--- src/rtl/fifo_lane_ctrl.sv ---
// fifo_lane_ctrl: byte-lane / longword sequencer in front of the FIFO full/empty counter.
// Latency: INCFIFO/DECFIFO are registered, one cycle after the completing op. LANE_WE is combinational.
// Backpressure: strobes are gated by FIFOFULL/FIFOEMPTY/BUSY. Gated strobes are dropped. Optional ERR via FIFO_LANE_ERR_EN.
module fifo_lane_ctrl #(
  parameter int DEPTH_LOG2 = 3
) (
  input  logic                  CLK,
  input  logic                  RST_FIFO_,
  input  logic                  DIR,
  input  logic                  SCSI_WR_STB,
  input  logic                  SCSI_RD_STB,
  input  logic                  HOST_WR,
  input  logic                  HOST_RD,
  input  logic                  FLUSH,
  input  logic                  FIFOFULL,
  input  logic                  FIFOEMPTY,
  output logic                  INCFIFO,
  output logic                  DECFIFO,
  output logic [1:0]            BYTE_PTR,
  output logic [3:0]            LANE_WE,
  output logic [DEPTH_LOG2-1:0] WPTR,
  output logic [DEPTH_LOG2-1:0] RPTR,
  output logic                  BUSY,
  output logic                  ERR
);

  logic                  r_dir;
  logic [1:0]            r_byte_ptr;
  logic [DEPTH_LOG2-1:0] r_wptr;
  logic [DEPTH_LOG2-1:0] r_rptr;
  logic                  r_inc;
  logic                  r_dec;
  logic                  r_pend;

  logic       w_dir_chg;
  logic [1:0] w_lane;
  logic       w_wr_acc;
  logic       w_rd_acc;
  logic       w_hwr_acc;
  logic       w_hrd_acc;
  logic       w_byte_acc;
  logic [1:0] w_lane_nxt;
  logic       w_wrap;
  logic       w_flush_cl;
  logic       w_inc_new;
  logic       w_dec_new;
  logic       w_inc_req;
  logic [1:0] w_ptr_nxt;

  // A direction change discards any partial longword.
  // The new direction starts at lane 0 in the same cycle.
  assign w_dir_chg  = (DIR != r_dir);
  assign w_lane     = w_dir_chg ? 2'd0 : r_byte_ptr;

  // Accept qualification. HOST_WR is also held off while an INC is parked.
  assign w_wr_acc   = SCSI_WR_STB &  DIR & ~FIFOFULL;
  assign w_rd_acc   = SCSI_RD_STB & ~DIR & ~FIFOEMPTY;
  assign w_hwr_acc  = HOST_WR     & ~DIR & ~FIFOFULL & ~r_pend;
  assign w_hrd_acc  = HOST_RD     &  DIR & ~FIFOEMPTY;
  assign w_byte_acc = w_wr_acc | w_rd_acc;

  // Lane advance. A FLUSH that leaves a partial longword closes it early.
  assign w_lane_nxt = w_lane + {1'b0, w_byte_acc};
  assign w_wrap     = w_byte_acc & (w_lane == 2'd3);
  assign w_flush_cl = FLUSH & DIR & (w_lane_nxt != 2'd0);
  assign w_ptr_nxt  = w_flush_cl ? 2'd0 : w_lane_nxt;

  // Entry completions this cycle. The two directions can never both complete the same way.
  assign w_inc_new  = (w_wrap & DIR) | w_flush_cl | w_hwr_acc;
  assign w_dec_new  = (w_wrap & ~DIR) | w_hrd_acc;
  assign w_inc_req  = r_pend | w_inc_new;

  assign LANE_WE  = w_wr_acc ? (4'b1000 >> w_lane) : 4'b0000;
  assign BYTE_PTR = w_lane;
  assign WPTR     = r_wptr;
  assign RPTR     = r_rptr;
  assign INCFIFO  = r_inc;
  assign DECFIFO  = r_dec;
  assign BUSY     = r_pend;

  // Byte lane, direction tracking and entry pointers.
  always_ff @(posedge CLK or negedge RST_FIFO_) begin
    if (!RST_FIFO_) begin
      r_dir      <= 1'b0;
      r_byte_ptr <= 2'd0;
      r_wptr     <= '0;
      r_rptr     <= '0;
    end else begin
      r_dir      <= DIR;
      r_byte_ptr <= w_ptr_nxt;
      if (w_inc_new) r_wptr <= r_wptr + DEPTH_LOG2'(1);
      if (w_dec_new) r_rptr <= r_rptr + DEPTH_LOG2'(1);
    end
  end

  // Pulse issue. The counter drops INC when DEC is present, so DEC wins a collision.
  // The INC is parked and issued on the next cycle free of DEC.
  always_ff @(posedge CLK or negedge RST_FIFO_) begin
    if (!RST_FIFO_) begin
      r_inc  <= 1'b0;
      r_dec  <= 1'b0;
      r_pend <= 1'b0;
    end else if (w_dec_new) begin
      r_dec  <= 1'b1;
      r_inc  <= 1'b0;
      r_pend <= w_inc_req;
    end else begin
      r_dec  <= 1'b0;
      r_inc  <= w_inc_req;
      r_pend <= r_pend & w_inc_new;
    end
  end

`ifdef FIFO_LANE_ERR_EN
  logic r_err;
  logic w_drop;
  logic w_discard;
  logic w_busy_op;

  assign w_drop    = (SCSI_WR_STB &  DIR & FIFOFULL)
                   | (SCSI_RD_STB & ~DIR & FIFOEMPTY)
                   | (HOST_WR     & ~DIR & (FIFOFULL | r_pend))
                   | (HOST_RD     &  DIR & FIFOEMPTY);
  assign w_discard = w_dir_chg & (r_byte_ptr != 2'd0);
  assign w_busy_op = r_pend & (w_inc_new | w_dec_new);
  assign ERR       = r_err;

  // Sticky error flag. Only reset clears it.
  always_ff @(posedge CLK or negedge RST_FIFO_) begin
    if (!RST_FIFO_) r_err <= 1'b0;
    else            r_err <= r_err | w_drop | w_discard | w_busy_op;
  end
`else
  assign ERR = 1'b0;
`endif

endmodule
--- config.mk ---
export PLATFORM = sky130hd
export DESIGN_NAME = fifo_lane_ctrl
export DESIGN_NICKNAME = d
export VERILOG_FILES = /design/src/rtl/fifo_lane_ctrl.sv
export SDC_FILE = /design/constraint.sdc
export NUM_CORES = 1
export LEC_CHECK = 0
export CORE_MARGIN = 3
export CORE_UTILIZATION = 37
export DETAILED_ROUTE_END_ITERATION = 7
export GPL_TIMING_DRIVEN = 0
export PLACE_DENSITY = 0.74
export SYNTH_ARGS = -nofsm -noshare
export SYNTH_HDL_FRONTEND = slang
export SYNTH_SLANG_ARGS = --single-unit
--- constraint.sdc ---
create_clock -name CLK -period 1.8 [get_ports CLK]
set_input_delay 0.36 -clock CLK [delete_from_list [all_inputs] [get_ports CLK]]
set_output_delay 0.36 -clock CLK [all_outputs]
set_load 0.02 [all_outputs]
* After elaboration in Yosys (flattened, before gate mapping)
Cells that the tools add are included.
** Storage, ports and cells
- Logic and storage cells :: 44
- Output and inout port bits :: 16
- Register bits after elaboration :: 12
** Cells by class
- Bitwise logic cells :: 24
- Equal/unequal tests :: 2
- Shift operators :: 1
- Mux-type cells :: 6
- $add $sub $neg :: 3
- Reduce and logical (&&, ||, !) cells :: 1
** Operators with widths (count)
- $and 1x1->1 :: 15
- $add 3x1->3 const B :: 2
- $or 1x1->1 :: 5
- $mux 2 :: 2
- $mux 4 :: 1
- $not 1->1 :: 4
- $shr 4x2->4 const A :: 1
- $mux 1 :: 3
- $add 2x1->2 :: 1
- $eq 2x2->1 const B :: 1
- $reduce_bool 2->1 :: 1
- $ne 1x1->1 :: 1

* Logic depth before layout (Yosys ltp)
- Depth after elaboration :: 11
- Gate-level depth with buffers :: 9
- Gate-level depth less buffers :: 8

* Least setup slack after synthesis
No wires, ideal clock.
- Path type :: input to register
- From :: input port DIR
- To :: register r_wptr[1], in the netlist WPTR[1]
- Data required time :: 1675 ps
- Slack :: -287 ps
- Library setup time :: 125 ps
- Stages :: 9
- Arrival :: 1961 ps
- Cells stage by stage :: buf_6 xnor2_1 nand2_1 inv_1 ha_1 and4b_1 nor3_2 nor2_4 mux2_4
** RTL lines
- start, declared :: RTL line 9 : input logic DIR,
- $ne 1x1->1 (*) :: RTL line 52 : assign w_dir_chg = (DIR != r_dir);
- $mux 2 (*) :: RTL line 53 : assign w_lane = w_dir_chg ? 2'd0 : r_byte_ptr;
- via BYTE_PTR[0] :: RTL line 19 : output logic [1:0] BYTE_PTR,
- $add 2x1->2 or $eq 2x2->1 (tied branches) :: RTL line 63, 64
- $reduce_bool 2->1 or $and 1x1->1 (tied branches) :: RTL line 65, 64
- $and 1x1->1, on equally long branches :: RTL line 65, 69
- $or 1x1->1 (*) (2 in series) :: RTL line 69 : assign w_inc_new = (w_wrap & DIR) | w_flush_cl | w_hwr_acc;
- end signal, assigned :: RTL line 91 : if (w_inc_new) r_wptr <= r_wptr + DEPTH_LOG2'(1);
- end, declared :: RTL line 29 : logic [DEPTH_LOG2-1:0] r_wptr;
The timed path passes the listed nets; every way through them passes the cells marked *.
A chain may end at the register's enable or synchronous reset.

* Final worst setup path
- From :: register r_dir
- To :: register r_wptr[1], in the netlist WPTR[1]
** Between the ends
- Longest elaborated chain between the ends :: 7
** Ends and longest elaborated chain
- start, declared :: RTL line 27 : logic r_dir;
- start signal, assigned :: RTL line 84 : r_dir <= 1'b0;
- start signal, assigned :: RTL line 89 : r_dir <= DIR;
- $ne 1x1->1 (*) :: RTL line 52
- $mux 2 (*) :: RTL line 53
- $add 2x1->2 or $eq 2x2->1 (tied branches) :: RTL line 63, 64
- $reduce_bool 2->1 or $and 1x1->1 (tied branches) :: RTL line 65, 64
- $and 1x1->1, on equally long branches :: RTL line 65, 69
- $or 1x1->1 (*) (2 in series) :: RTL line 69
Every way passes the cells marked *; elsewhere a longest branch is shown, timed or not.

==> flow_summary.json <==
{
  "hpwl_um": 1030,
  "fin_crit_ns": 1.85,
  "synth_mux_area_frac": 0.0406,
  "placed_cell_area_um2": 946,
  "grt_antenna_before_repair": 0,
  "cts_tree": "done",
  "yosysSeqAreaShare": 0.464,
  "antenna_left": 0,
  "die_x_um": 47.8,
  "power_frac_comb": 0.438,
  "fin_nets": 109,
  "core-area_um2": 1580,
  "finalWorstSetupSlack_ns": -0.0470,
  "slew_violations": 0,
  "synth_adder_area_share": 0.0580,
  "finClkSkew_ns": 0.00421,
  "cts_buffers": 3,
  "cp.arrival_ns": 2.01,
  "relSlewSlack": 0.648,
  "fin_area_um2": 1080,
  "syn_area_per_cell_um2": 11.3,
  "synth.distinct_cells": 29,
  "yosys_warnings": 0,
  "worst_hold_slack_ns": 0.231,
  "max_freq_mhz": 541,
  "grtUsageTotal": 0.134,
  "rows": 14,
  "total_power_mw": 1.11,
  "clockRootBuffer": "clkbuf_4",
  "p_sw_frac": 0.335,
  "pin_count": 26,
  "path_max_fanout": 3,
  "synthSimpleGateAreaFrac": 0.209,
  "grt_pass1_vias": 532,
  "initial_utilization": 0.410,
  "p_clk_frac": 0.192,
  "synth_compound_area_frac": 0.101,
  "io_buffers": 24,
  "routed_via_density": 5.01,
  "cts_sinks": 12,
  "r2r-start": "r_dir$_DFF_PN0_",
  "critical_path_class": "flip-flop to flip-flop",
  "synth_top_family_by_area": "simple AND/OR/NAND/NOR gates",
  "cts_buffer_depth": 2,
  "wl_per_cell_um": 13.1,
  "hold_class": "primary input to flip-flop",
  "route.detailed.drc": 0,
  "path_clk_slew_ns": 0.08,
  "grt_pass1_wl_um": 2100,
  "synth_xor_area_frac": 0.0812,
  "critical_path_required_ns": 1.96,
  "drt_iter0_markers": 3,
  "setup_viol": 3,
  "timing.setup.tns_ns": -0.108,
  "h-tree-depth": 1,
  "p_int_mw": 0.738,
  "p_switching_mw": 0.372,
  "rsz0062_at_grt": "yes",
  "drive_gt1_frac": 0.453,
  "synth_nets": 70,
  "die_area_um2": 2290,
  "floorplan.die.height_um": 47.8,
  "powerDensity_nw_per_um2": 1020,
  "grt_overflow_total": 0,
  "violations": "setup timing",
  "seqPwrFrac": 0.371,
  "status": "finished, violations left",
  "period_share": 1.03,
  "dr_total_vias": 556,
  "finalHoldViolCount": 0,
  "rrSetupSlack_ns": -0.05,
  "hp-start": "DIR",
  "start_kind": "flip-flop",
  "syn_to_final_growth_pct": 67.7,
  "antennaDiodeCount": 0,
  "end_kind": "flip-flop",
  "synthesis.area_um2": 647,
  "synth_cells": 57,
  "cap_violations": 0,
  "cp-startpoint": "r_dir$_DFF_PN0_",
  "grt_max_degree": 13,
  "routed_wl_um": 1450,
  "leakagePower_nw": 0.497,
  "ys_seq_elements": 12,
  "ir_drop_uv": 869,
  "place_congestion": 0.687,
  "dr.pass1.iters": 2,
  "clkLatencyLatePin_ns": 0.27,
  "worst_pin_slew_ns": 0.527
}
[Yosys cell counts, drive strengths merged]
master	number	share of area
nand2	4	0.023
ha	3	0.058
a21oi	1	0.0077
xor2	1	0.014
buf	2	0.029
nand3	1	0.0077
and2	1	0.0097
or4b	1	0.021
nor2	5	0.041
inv	2	0.012
and4b	1	0.015
conb	1	0.0058
mux2	2	0.041
o21ai	4	0.054
nand2b	2	0.019
nand3b	2	0.023
dfrtp	12	0.46
a211oi	1	0.012
nor3	3	0.031
o21a	1	0.012
o32a	1	0.015
nand4bb	1	0.017
xnor2	5	0.068
[logic make-up after synthesis]
kind of cell | count (synthesis)
fa+ha+maj | 3
xor+xnor | 6
compound gates | 8
mux | 2
flops | 12
buf+inv | 4
simple gates | 21
other cells | 1
[sequential cells by signal, indices dropped and copies added (netlist names)]
name        count
BUSY            1
RPTR            3
r_dir           1
INCFIFO         1
DECFIFO         1
WPTR            3
r_byte_ptr      2
[critical path: stages, from the launching register on]
cell,delay (ns)
dfrtp_2,0.43
xnor2_2,0.15
nand2_2,0.08
inv_2,0.05
ha_4,0.27
and4b_1,0.21
nor3_4,0.21
nor2_4,0.06
mux2_4,0.29
[path summary, 6_finish.rpt]
| path | endpoint | cells after the start |
|---|---|---|
| worst max-delay path | WPTR[1]$_DFFE_PN0P_ | 8 |
| worst min-delay path | r_dir$_DFF_PN0_ | 1 |
| worst max register to register | WPTR[1]$_DFFE_PN0P_ | 8 |
| worst min register to register | WPTR[2]$_DFFE_PN0P_ | 1 |
| max in group asynchronous | r_dir$_DFF_PN0_ | 1 |
| min in group asynchronous | WPTR[2]$_DFFE_PN0P_ | 1 |
[layout by cell type, fill, tap and decap left out]
cell and count:
clkdlybuf4s50_1 13, buf_4 12, dfrtp_1 11, dlygate4sd2_1 5, xnor2_1 4, nand2_1 3
nor2_1 3, clkbuf_4 3, inv_2 2, nand3b_1 2, nand2b_4 2, o21ai_4 2
o21ai_2 2, nor3_4 2, ha_1 2, buf_2 2, buf_6 2, buf_8 1
xnor2_2 1, nand2_2 1, nor2_2 1, nand3_1 1, and2_1 1, a21oi_1 1
nand4bb_1 1, a211oi_2 1, and4b_1 1, or4b_4 1, o21a_1 1, o32a_1 1
nor3_2 1, nor2_4 1, mux2_4 1, mux2_2 1, xor2_1 1, ha_4 1
conb_1 1, clkbuf_8 1, clkbuf_2 1, dfrtp_2 1
[per-layer routing]
layer,vias up,share of wire,global-route usage
li1,273,-,-
met1,267,0.43,0.151
met2,16,0.52,0.222
met3,0,0.049,0.0602
met4,0,0,0.0484
met5,-,0,0
[repair_timing]
item | 4_1_cts | 5_1_grt
setup endpoints to repair | 11 | 10
setup buffers | 9 | 1
gates resized for setup | 34 | 11
hold buffers | 0 | 0
pin swaps | 7 | 2
[final cells by class]
type / count / area [um^2]
Fill cell: 125 / 492
Inverter: 2 / 7.51
Clock buffer: 4 / 36.3
Tap cell: 16 / 20.0
Buffer: 2 / 22.5
Timing Repair Buffer: 34 / 294
Multi-Input combinational cell: 41 / 403
Sequential cell: 12 / 302
[power by group through the flow]
| stage | clock network (mW) | registers (mW) | logic (mW) |
|---|---|---|---|
| after global routing | 0.234 | 0.423 | 0.530 |
| final | 0.212 | 0.411 | 0.486 |
| after detailed placement | 0 | 0.417 | 0.459 |
| after CTS | 0.215 | 0.412 | 0.482 |
| after global placement | 0 | 0.415 | 0.447 |
| after floorplan | 0 | 0.500 | 0.162 |
[stage by stage]
step | setup slack [ns] | cells | utilization
after floorplan | -0.176 | 57 | -
after global placement | -0.773 | 97 | 0.600
after detailed placement | -0.779 | 97 | 0.600
after CTS | -0.113 | 110 | 0.663
after global routing | -0.138 | 111 | 0.688
final | -0.0470 | 111 | 0.688
No activity file was read; power rests on OpenSTA's default activity.
